<file path="src/rtl/alu_pkg.sv">
// Shared definitions for the ALU sequencer: select encodings, FSM states
// and the command-to-response latency helper.
package alu_pkg;

  localparam logic [1:0] OP_ADD = 2'b00;
  localparam logic [1:0] OP_MUL = 2'b01;
  localparam logic [1:0] OP_AND = 2'b10;
  localparam logic [1:0] OP_OR  = 2'b11;

  typedef enum logic [2:0] {
    S_IDLE,
    S_SETUP,
    S_HI1,
    S_LO1,
    S_HI2,
    S_LO2,
    S_RESP
  } seq_state_e;

  // Cycles from the accept edge to the first cycle with rsp_valid high.
  function automatic int alu_seq_latency(input int settle, input int en_high, input int en_low);
    return settle + 2 * (en_high + en_low) + 1;
  endfunction

endpackage

</file>
<file path="src/rtl/alu_sequencer_if.sv">
// Command, ALU-pin and response bundle between the sequencer (slave)
// and its environment: command source, ALU and response consumer (master).
interface alu_sequencer_if;
  logic       cmd_valid;
  logic       cmd_ready;
  logic [1:0] cmd_x;
  logic [1:0] cmd_y;
  logic [1:0] cmd_sel;
  logic [1:0] alu_x;
  logic [1:0] alu_y;
  logic [1:0] alu_sel;
  logic       alu_enable;
  logic [3:0] alu_z;
  logic       rsp_valid;
  logic       rsp_ready;
  logic [3:0] rsp_z;
  logic [1:0] rsp_sel;
  logic       rsp_err;
  logic [7:0] ops_done;
  logic [7:0] err_cnt;

  modport slave (
    input  cmd_valid, cmd_x, cmd_y, cmd_sel, alu_z, rsp_ready,
    output cmd_ready, alu_x, alu_y, alu_sel, alu_enable,
           rsp_valid, rsp_z, rsp_sel, rsp_err, ops_done, err_cnt
  );

  modport master (
    output cmd_valid, cmd_x, cmd_y, cmd_sel, alu_z, rsp_ready,
    input  cmd_ready, alu_x, alu_y, alu_sel, alu_enable,
           rsp_valid, rsp_z, rsp_sel, rsp_err, ops_done, err_cnt
  );
endinterface

</file>
<file path="src/rtl/alu_ref_model.sv">
// Combinational golden result of the 2-bit four-function ALU.
module alu_ref_model
  import alu_pkg::*;
(
  input  logic [1:0] i_x,
  input  logic [1:0] i_y,
  input  logic [1:0] i_sel,
  output logic [3:0] o_z
);

  always_comb begin
    o_z = '0;
    case (i_sel)
      OP_ADD:  o_z = {1'b0, ({1'b0, i_x} + {1'b0, i_y})};
      OP_MUL:  o_z = {2'b00, i_x} * {2'b00, i_y};
      OP_AND:  o_z = {2'b00, i_x & i_y};
      default: o_z = {2'b00, i_x | i_y};
    endcase
  end

endmodule

</file>
<file path="src/rtl/alu_sequencer.sv">
// Drives one ALU operation per command with a two-pulse enable sequence,
// captures and checks the result, and returns it over a valid/ready port.
module alu_sequencer
  import alu_pkg::*;
#(
  parameter int SETTLE  = 1,
  parameter int EN_HIGH = 1,
  parameter int EN_LOW  = 1
) (
  input  logic              clk,
  input  logic              rst_n,
  alu_sequencer_if.slave    bus
);

  localparam int CW = 16;

  seq_state_e    r_state;
  logic [CW-1:0] r_cnt;
  logic          r_cmd_ready;
  logic          r_alu_enable;
  logic [1:0]    r_alu_x, r_alu_y, r_alu_sel;
  logic          r_rsp_valid;
  logic [3:0]    r_rsp_z;
  logic [1:0]    r_rsp_sel;
  logic          r_rsp_err;
  logic [7:0]    r_ops_done, r_err_cnt;
  logic [3:0]    w_ref_z;
  logic          w_phase_end;

  alu_ref_model u_ref (
    .i_x   (r_alu_x),
    .i_y   (r_alu_y),
    .i_sel (r_alu_sel),
    .o_z   (w_ref_z)
  );

  assign w_phase_end = (r_cnt == '0);

  // Every timed phase counts r_cnt down to zero, then reloads for the next one.
  always_ff @(posedge clk or negedge rst_n) begin
    if (!rst_n) begin
      r_state      <= S_IDLE;
      r_cnt        <= '0;
      r_cmd_ready  <= 1'b1;
      r_alu_enable <= 1'b0;
      r_alu_x      <= '0;
      r_alu_y      <= '0;
      r_alu_sel    <= '0;
      r_rsp_valid  <= 1'b0;
      r_rsp_z      <= '0;
      r_rsp_sel    <= '0;
      r_rsp_err    <= 1'b0;
      r_ops_done   <= '0;
      r_err_cnt    <= '0;
    end else begin
      case (r_state)
        S_IDLE: begin
          if (bus.cmd_valid && r_cmd_ready) begin
            r_alu_x     <= bus.cmd_x;
            r_alu_y     <= bus.cmd_y;
            r_alu_sel   <= bus.cmd_sel;
            r_cmd_ready <= 1'b0;
            r_cnt       <= CW'(SETTLE - 1);
            r_state     <= S_SETUP;
          end
        end
        S_SETUP: begin
          if (w_phase_end) begin
            r_alu_enable <= 1'b1;
            r_cnt        <= CW'(EN_HIGH - 1);
            r_state      <= S_HI1;
          end else r_cnt <= r_cnt - 1'b1;
        end
        S_HI1: begin
          if (w_phase_end) begin
            r_alu_enable <= 1'b0;
            r_cnt        <= CW'(EN_LOW - 1);
            r_state      <= S_LO1;
          end else r_cnt <= r_cnt - 1'b1;
        end
        S_LO1: begin
          if (w_phase_end) begin
            r_alu_enable <= 1'b1;
            r_cnt        <= CW'(EN_HIGH - 1);
            r_state      <= S_HI2;
          end else r_cnt <= r_cnt - 1'b1;
        end
        S_HI2: begin
          if (w_phase_end) begin
            r_alu_enable <= 1'b0;
            r_cnt        <= CW'(EN_LOW - 1);
            r_state      <= S_LO2;
          end else r_cnt <= r_cnt - 1'b1;
        end
        S_LO2: begin
          // Z now holds the result registered on the first pulse.
          if (w_phase_end) begin
            r_rsp_z     <= bus.alu_z;
            r_rsp_sel   <= r_alu_sel;
            r_rsp_err   <= (bus.alu_z != w_ref_z);
            r_rsp_valid <= 1'b1;
            r_state     <= S_RESP;
          end else r_cnt <= r_cnt - 1'b1;
        end
        S_RESP: begin
          if (bus.rsp_ready) begin
            r_rsp_valid <= 1'b0;
            r_ops_done  <= r_ops_done + 8'd1;
            if (r_rsp_err && (r_err_cnt != 8'hFF)) r_err_cnt <= r_err_cnt + 8'd1;
            r_cmd_ready <= 1'b1;
            r_state     <= S_IDLE;
          end
        end
        default: begin
          r_alu_enable <= 1'b0;
          r_rsp_valid  <= 1'b0;
          r_cmd_ready  <= 1'b1;
          r_state      <= S_IDLE;
        end
      endcase
    end
  end

  assign bus.cmd_ready  = r_cmd_ready;
  assign bus.alu_x      = r_alu_x;
  assign bus.alu_y      = r_alu_y;
  assign bus.alu_sel    = r_alu_sel;
  assign bus.alu_enable = r_alu_enable;
  assign bus.rsp_valid  = r_rsp_valid;
  assign bus.rsp_z      = r_rsp_z;
  assign bus.rsp_sel    = r_rsp_sel;
  assign bus.rsp_err    = r_rsp_err;
  assign bus.ops_done   = r_ops_done;
  assign bus.err_cnt    = r_err_cnt;

endmodule

</file>
<file path="src/flat_wrapper.sv">
// flat-port wrapper written by rule: the top's interface ports become plain ports
module alu_sequencer_flat import alu_pkg::*;
#(
  parameter int SETTLE  = 1,
  parameter int EN_HIGH = 1,
  parameter int EN_LOW  = 1
)
  (clk, rst_n, bus_cmd_valid, bus_cmd_x, bus_cmd_y, bus_cmd_sel, bus_alu_z, bus_rsp_ready, bus_cmd_ready, bus_alu_x, bus_alu_y, bus_alu_sel, bus_alu_enable, bus_rsp_valid, bus_rsp_z, bus_rsp_sel, bus_rsp_err, bus_ops_done, bus_err_cnt);
  alu_sequencer_if bus_i ();
  input  logic clk;
  input  logic rst_n;
  input wire logic [$bits(bus_i.cmd_valid)-1:0] bus_cmd_valid;
  input wire logic [$bits(bus_i.cmd_x)-1:0] bus_cmd_x;
  input wire logic [$bits(bus_i.cmd_y)-1:0] bus_cmd_y;
  input wire logic [$bits(bus_i.cmd_sel)-1:0] bus_cmd_sel;
  input wire logic [$bits(bus_i.alu_z)-1:0] bus_alu_z;
  input wire logic [$bits(bus_i.rsp_ready)-1:0] bus_rsp_ready;
  output wire logic [$bits(bus_i.cmd_ready)-1:0] bus_cmd_ready;
  output wire logic [$bits(bus_i.alu_x)-1:0] bus_alu_x;
  output wire logic [$bits(bus_i.alu_y)-1:0] bus_alu_y;
  output wire logic [$bits(bus_i.alu_sel)-1:0] bus_alu_sel;
  output wire logic [$bits(bus_i.alu_enable)-1:0] bus_alu_enable;
  output wire logic [$bits(bus_i.rsp_valid)-1:0] bus_rsp_valid;
  output wire logic [$bits(bus_i.rsp_z)-1:0] bus_rsp_z;
  output wire logic [$bits(bus_i.rsp_sel)-1:0] bus_rsp_sel;
  output wire logic [$bits(bus_i.rsp_err)-1:0] bus_rsp_err;
  output wire logic [$bits(bus_i.ops_done)-1:0] bus_ops_done;
  output wire logic [$bits(bus_i.err_cnt)-1:0] bus_err_cnt;
  assign bus_i.cmd_valid = bus_cmd_valid;
  assign bus_i.cmd_x = bus_cmd_x;
  assign bus_i.cmd_y = bus_cmd_y;
  assign bus_i.cmd_sel = bus_cmd_sel;
  assign bus_i.alu_z = bus_alu_z;
  assign bus_i.rsp_ready = bus_rsp_ready;
  assign bus_cmd_ready = bus_i.cmd_ready;
  assign bus_alu_x = bus_i.alu_x;
  assign bus_alu_y = bus_i.alu_y;
  assign bus_alu_sel = bus_i.alu_sel;
  assign bus_alu_enable = bus_i.alu_enable;
  assign bus_rsp_valid = bus_i.rsp_valid;
  assign bus_rsp_z = bus_i.rsp_z;
  assign bus_rsp_sel = bus_i.rsp_sel;
  assign bus_rsp_err = bus_i.rsp_err;
  assign bus_ops_done = bus_i.ops_done;
  assign bus_err_cnt = bus_i.err_cnt;
  alu_sequencer #(.SETTLE(SETTLE), .EN_HIGH(EN_HIGH), .EN_LOW(EN_LOW)) u_core (.clk(clk), .rst_n(rst_n), .bus(bus_i));
endmodule
</file>
<file path="config.mk">
export PLATFORM = sky130hd
export DESIGN_NAME = alu_sequencer_flat
export DESIGN_NICKNAME = d
export VERILOG_FILES = /design/src/rtl/alu_pkg.sv /design/src/rtl/alu_sequencer_if.sv /design/src/rtl/alu_ref_model.sv /design/src/rtl/alu_sequencer.sv /design/src/flat_wrapper.sv
export SDC_FILE = /design/constraint.sdc
export NUM_CORES = 1
export LEC_CHECK = 0
export BUFFER_PORTS_ARGS = -buffer_cell sky130_fd_sc_hd__buf_4
export CAP_MARGIN = 20
export CORE_MARGIN = 2
export CORE_UTILIZATION = 56
export CTS_CLUSTER_DIAMETER = 80
export CTS_CLUSTER_SIZE = 40
export DETAILED_ROUTE_END_ITERATION = 12
export PLACE_DENSITY = 0.85
export SYNTH_ARGS = -nofsm -noshare
export SYNTH_HDL_FRONTEND = slang
export SYNTH_HIERARCHICAL = 1
export SYNTH_SLANG_ARGS = --single-unit
</file>
<file path="constraint.sdc">
create_clock -name clk -period 3 [get_ports clk]
set_clock_uncertainty 0.05 [all_clocks]
set_input_delay 0.6 -clock clk [delete_from_list [all_inputs] [get_ports clk]]
set_output_delay 0.6 -clock clk [all_outputs]
set_load 0.01 [all_outputs]
</file>
==> results.cfg <==
[placement]
place_ws_ns = 0.695
portBuffers = 45
hpwl_um = 4280
gp_congestion = 0.858
place_area_mm2 = 0.00318

[global_route]
grt_pass1_vias = 2048
grt_pass1_wl_um = 9800
grt_max_degree = 52
grt_use_total_pct = 23.5
antenna_found_initial = 0
grt.overflow.total = 0

[route]
vias = 2140
drt_wl_total_um = 5980
vias_per_cell = 5.69
dr.pass1.iters = 4
drt_iter0_drc = 122
wire_per_inst_um = 15.9
ant_nets = 0
drc = 0

[power]
intPower_mw = 1.36
powerDensity_mw_per_mm2 = 678
irDropWorstVdd_uv = 427
comb_power_share_pct = 32.3
p_sw_share_pct = 38.5
p_switching_mw = 0.854
pwr-share-seq_pct = 48.6
leakagePower_nw = 1.53
clkPwrFrac_pct = 19.1

[layout]
drive_gt1_share_pct = 27.2
syn_to_final_growth_pct = 17.3
fillers = 364
fin_area_mm2 = 0.00327
diodes = 0
fin_nets = 332

[timing]
tns_ns = 0
slew_headroom_pct = 56.4
hold_violations = 0
max_freq_mhz = 425
fin_ws_ns = 0.650
period_needed_ns = 2.35
finalMaxSlewViolations = 0
timing.final.crit_share_pct = 78.3
setup-violations-final = 0
worstMarginPinSlew_ns = 0.637
rsz0062_at_grt = no

[clock_network]
clockRootBuffer = clkbuf_8
tritoncts = done
ctsHoldBuffers = 0
clock_latency_ns = 0.31
cts.sinks = 51
postCtsSetupBuffers = 0
htree_levels = 2
cts_made_buffers = 5
post_cts_resized = 0
clkTransAtPathRegs_ns = 0.10
clk_path_buf_depth = 2

[worst_setup_path]
arrival_ns = 2.50
crit_fanout = 8
path_class = reg2reg
slowest_stage = dfrtp_1
worst_setup_path_start_kind = flip-flop
worstSetupEndpointType = flip-flop
cp_slowest_stage_delay_ns = 0.43
worstPathRequired_ns = 3.15
crit_family = simple AND/OR/NAND/NOR gates
rrSetupSlack_ns = 0.65
path_buf_inv = 1
cp_cell_sequence = inv_1 > ha_1 > nor4b_2 > and4_1 > nor3b_4 > mux2_2

[floorplan]
die_w_um = 74.6
die_h_um = 74.6
dieArea_mm2 = 0.00557
row_count = 25
core_area_mm2 = 0.00475
initial_core_util_pct = 58.7
ioPinCount = 46

[synthesis]
async_flop_share_pct = 100
synth_cells = 261
synthFlopType = dfrtp_1
synth.area.top_cells = dfrtp_1 (45%), xnor2_1 (5.6%), mux2_2 (5.2%)
yosysTopAreaCell = dfrtp_1
synth_fp_nets = 285
yosys_warnings = 6
netlist.area_leader.share_pct = 44.8
seq_area_frac_synth_pct = 45.8
yosysMostFrequentCell = dfrtp_1
ys_types = 59
syn-cell-area_mm2 = 0.00279
synth_common_cells = dfrtp_1 (50), nor2_1 (22), nand2_1 (18), xnor2_1 (18), inv_1 (15)
ys_seq_elements = 51
synth_edf_count = 0
avgSynthCellArea_um2 = 10.7

[min_path]
min_path_type = in2async

[flow_run]
maxCapViolCount = 0

[run_status]
outcome = completed
## through the flow
stage               hold WS (ns)  std cells  util (%)  total power, mW
floorplan                  0.254        261         -             1.55
global placement           0.411        368      66.8             1.74
detailed placement         0.414        368      66.8             1.79
CTS                        0.277        376      68.9             2.22
global route               0.306        376      68.9             2.36
finish                     0.254        376      68.9             2.22
## cell usage in the layout (no fill, tap or decap), types with 2 or more instances in the layout
cell type | synthesis | routed
dfrtp_1 | 50 | 50
buf_4 | 0 | 48
nor2_1 | 22 | 22
xnor2_1 | 18 | 18
nand2_1 | 18 | 18
inv_1 | 15 | 15
mux2_2 | 13 | 13
o21ai_0 | 13 | 13
xor2_1 | 11 | 11
nand3_1 | 9 | 9
ha_1 | 9 | 9
a21oi_1 | 8 | 8
clkbuf_8 | 2 | 6
nand4_1 | 6 | 6
a211oi_1 | 5 | 5
o211ai_1 | 4 | 4
and4_1 | 3 | 3
nor3_1 | 3 | 3
a2111oi_0 | 3 | 3
nor4_2 | 2 | 2
and2_1 | 2 | 2
a211o_1 | 2 | 2
or4_1 | 2 | 2
nand4b_1 | 2 | 2
a31oi_1 | 2 | 2
## logic make-up after synthesis
kind of cell / count (synthesis) / synth area share [%]
buffers and inverters: 23 / 4.17
multiplexers: 15 / 6.41
AND/OR/NAND/NOR: 86 / 18.2
AO/OA/AOI/OAI: 46 / 11.3
flip-flops: 51 / 45.8
adder cells (fa/ha/maj): 11 / 5.11
XOR/XNOR: 29 / 9.10
## registers in the layout, summed over array words and instances, names as in the netlist
name / flops
u_core/bus.alu_enable: 1
u_core/bus.alu_sel: 2
u_core/bus.alu_x: 2
u_core/bus.alu_y: 2
u_core/bus.cmd_ready: 1
u_core/bus.err_cnt: 8
u_core/bus.ops_done: 8
u_core/bus.rsp_err: 1
u_core/bus.rsp_sel: 2
u_core/bus.rsp_valid: 1
u_core/bus.rsp_z: 4
u_core/r_cnt: 16
u_core/r_state: 3
## power by group through the flow
stage	clock (mW)	sequential (mW)	combinational, mW
after detailed placement	0	1.09	0.703
after CTS	0.434	1.08	0.710
final	0.424	1.08	0.717
after floorplan	0	1.02	0.532
after global placement	0	1.07	0.667
after global routing	0.461	1.10	0.803
## path summary, 6_finish.rpt
path / startpoint / end / cells after the start
worst min-delay path: rst_n / u_core/bus.err_cnt[6]$_DFFE_PN0P_ / 1
min in group clk: u_core/bus.ops_done[7]$_DFFE_PN0P_ / u_core/bus.ops_done[7]$_DFFE_PN0P_ / 1
worst max register to register: u_core/r_cnt[0]$_DFFE_PN0P_ / u_core/bus.rsp_z[0]$_DFFE_PN0P_ / 6
max in group asynchronous: rst_n / u_core/bus.alu_sel[0]$_DFFE_PN0P_ / 1
worst min register to register: u_core/bus.ops_done[7]$_DFFE_PN0P_ / u_core/bus.ops_done[7]$_DFFE_PN0P_ / 1
worst max-delay path: u_core/r_cnt[0]$_DFFE_PN0P_ / u_core/bus.rsp_z[0]$_DFFE_PN0P_ / 6
## worst register-to-register path, cell delays in order (launching register included)
cell and delay, ns:
dfrtp_1 0.43, inv_1 0.07, ha_1 0.20, nor4b_2 0.40, and4_1 0.28, nor3b_4 0.41
mux2_2 0.40
## layer usage
layer  vias to the layer above  track usage (%)  wire length [um]
met5                         -                0                 0
met4                         0             7.54                89
met3                        11             3.93               268
met2                        71             42.2              3000
met1                      1031             28.7              2630
li1                       1027                -                 -
## layout make-up
class	instances	area (um^2)	area share, %
clock buffer	6	82.6	2.52
multi-input combinational	187	1400	42.7
tap	67	83.8	2.56
inverter	15	56.3	1.72
clock inverter	2	16.3	0.497
timing repair buffer	48	360	11.0
sequential	51	1280	39.0
Power figures use the tool's default switching activity.
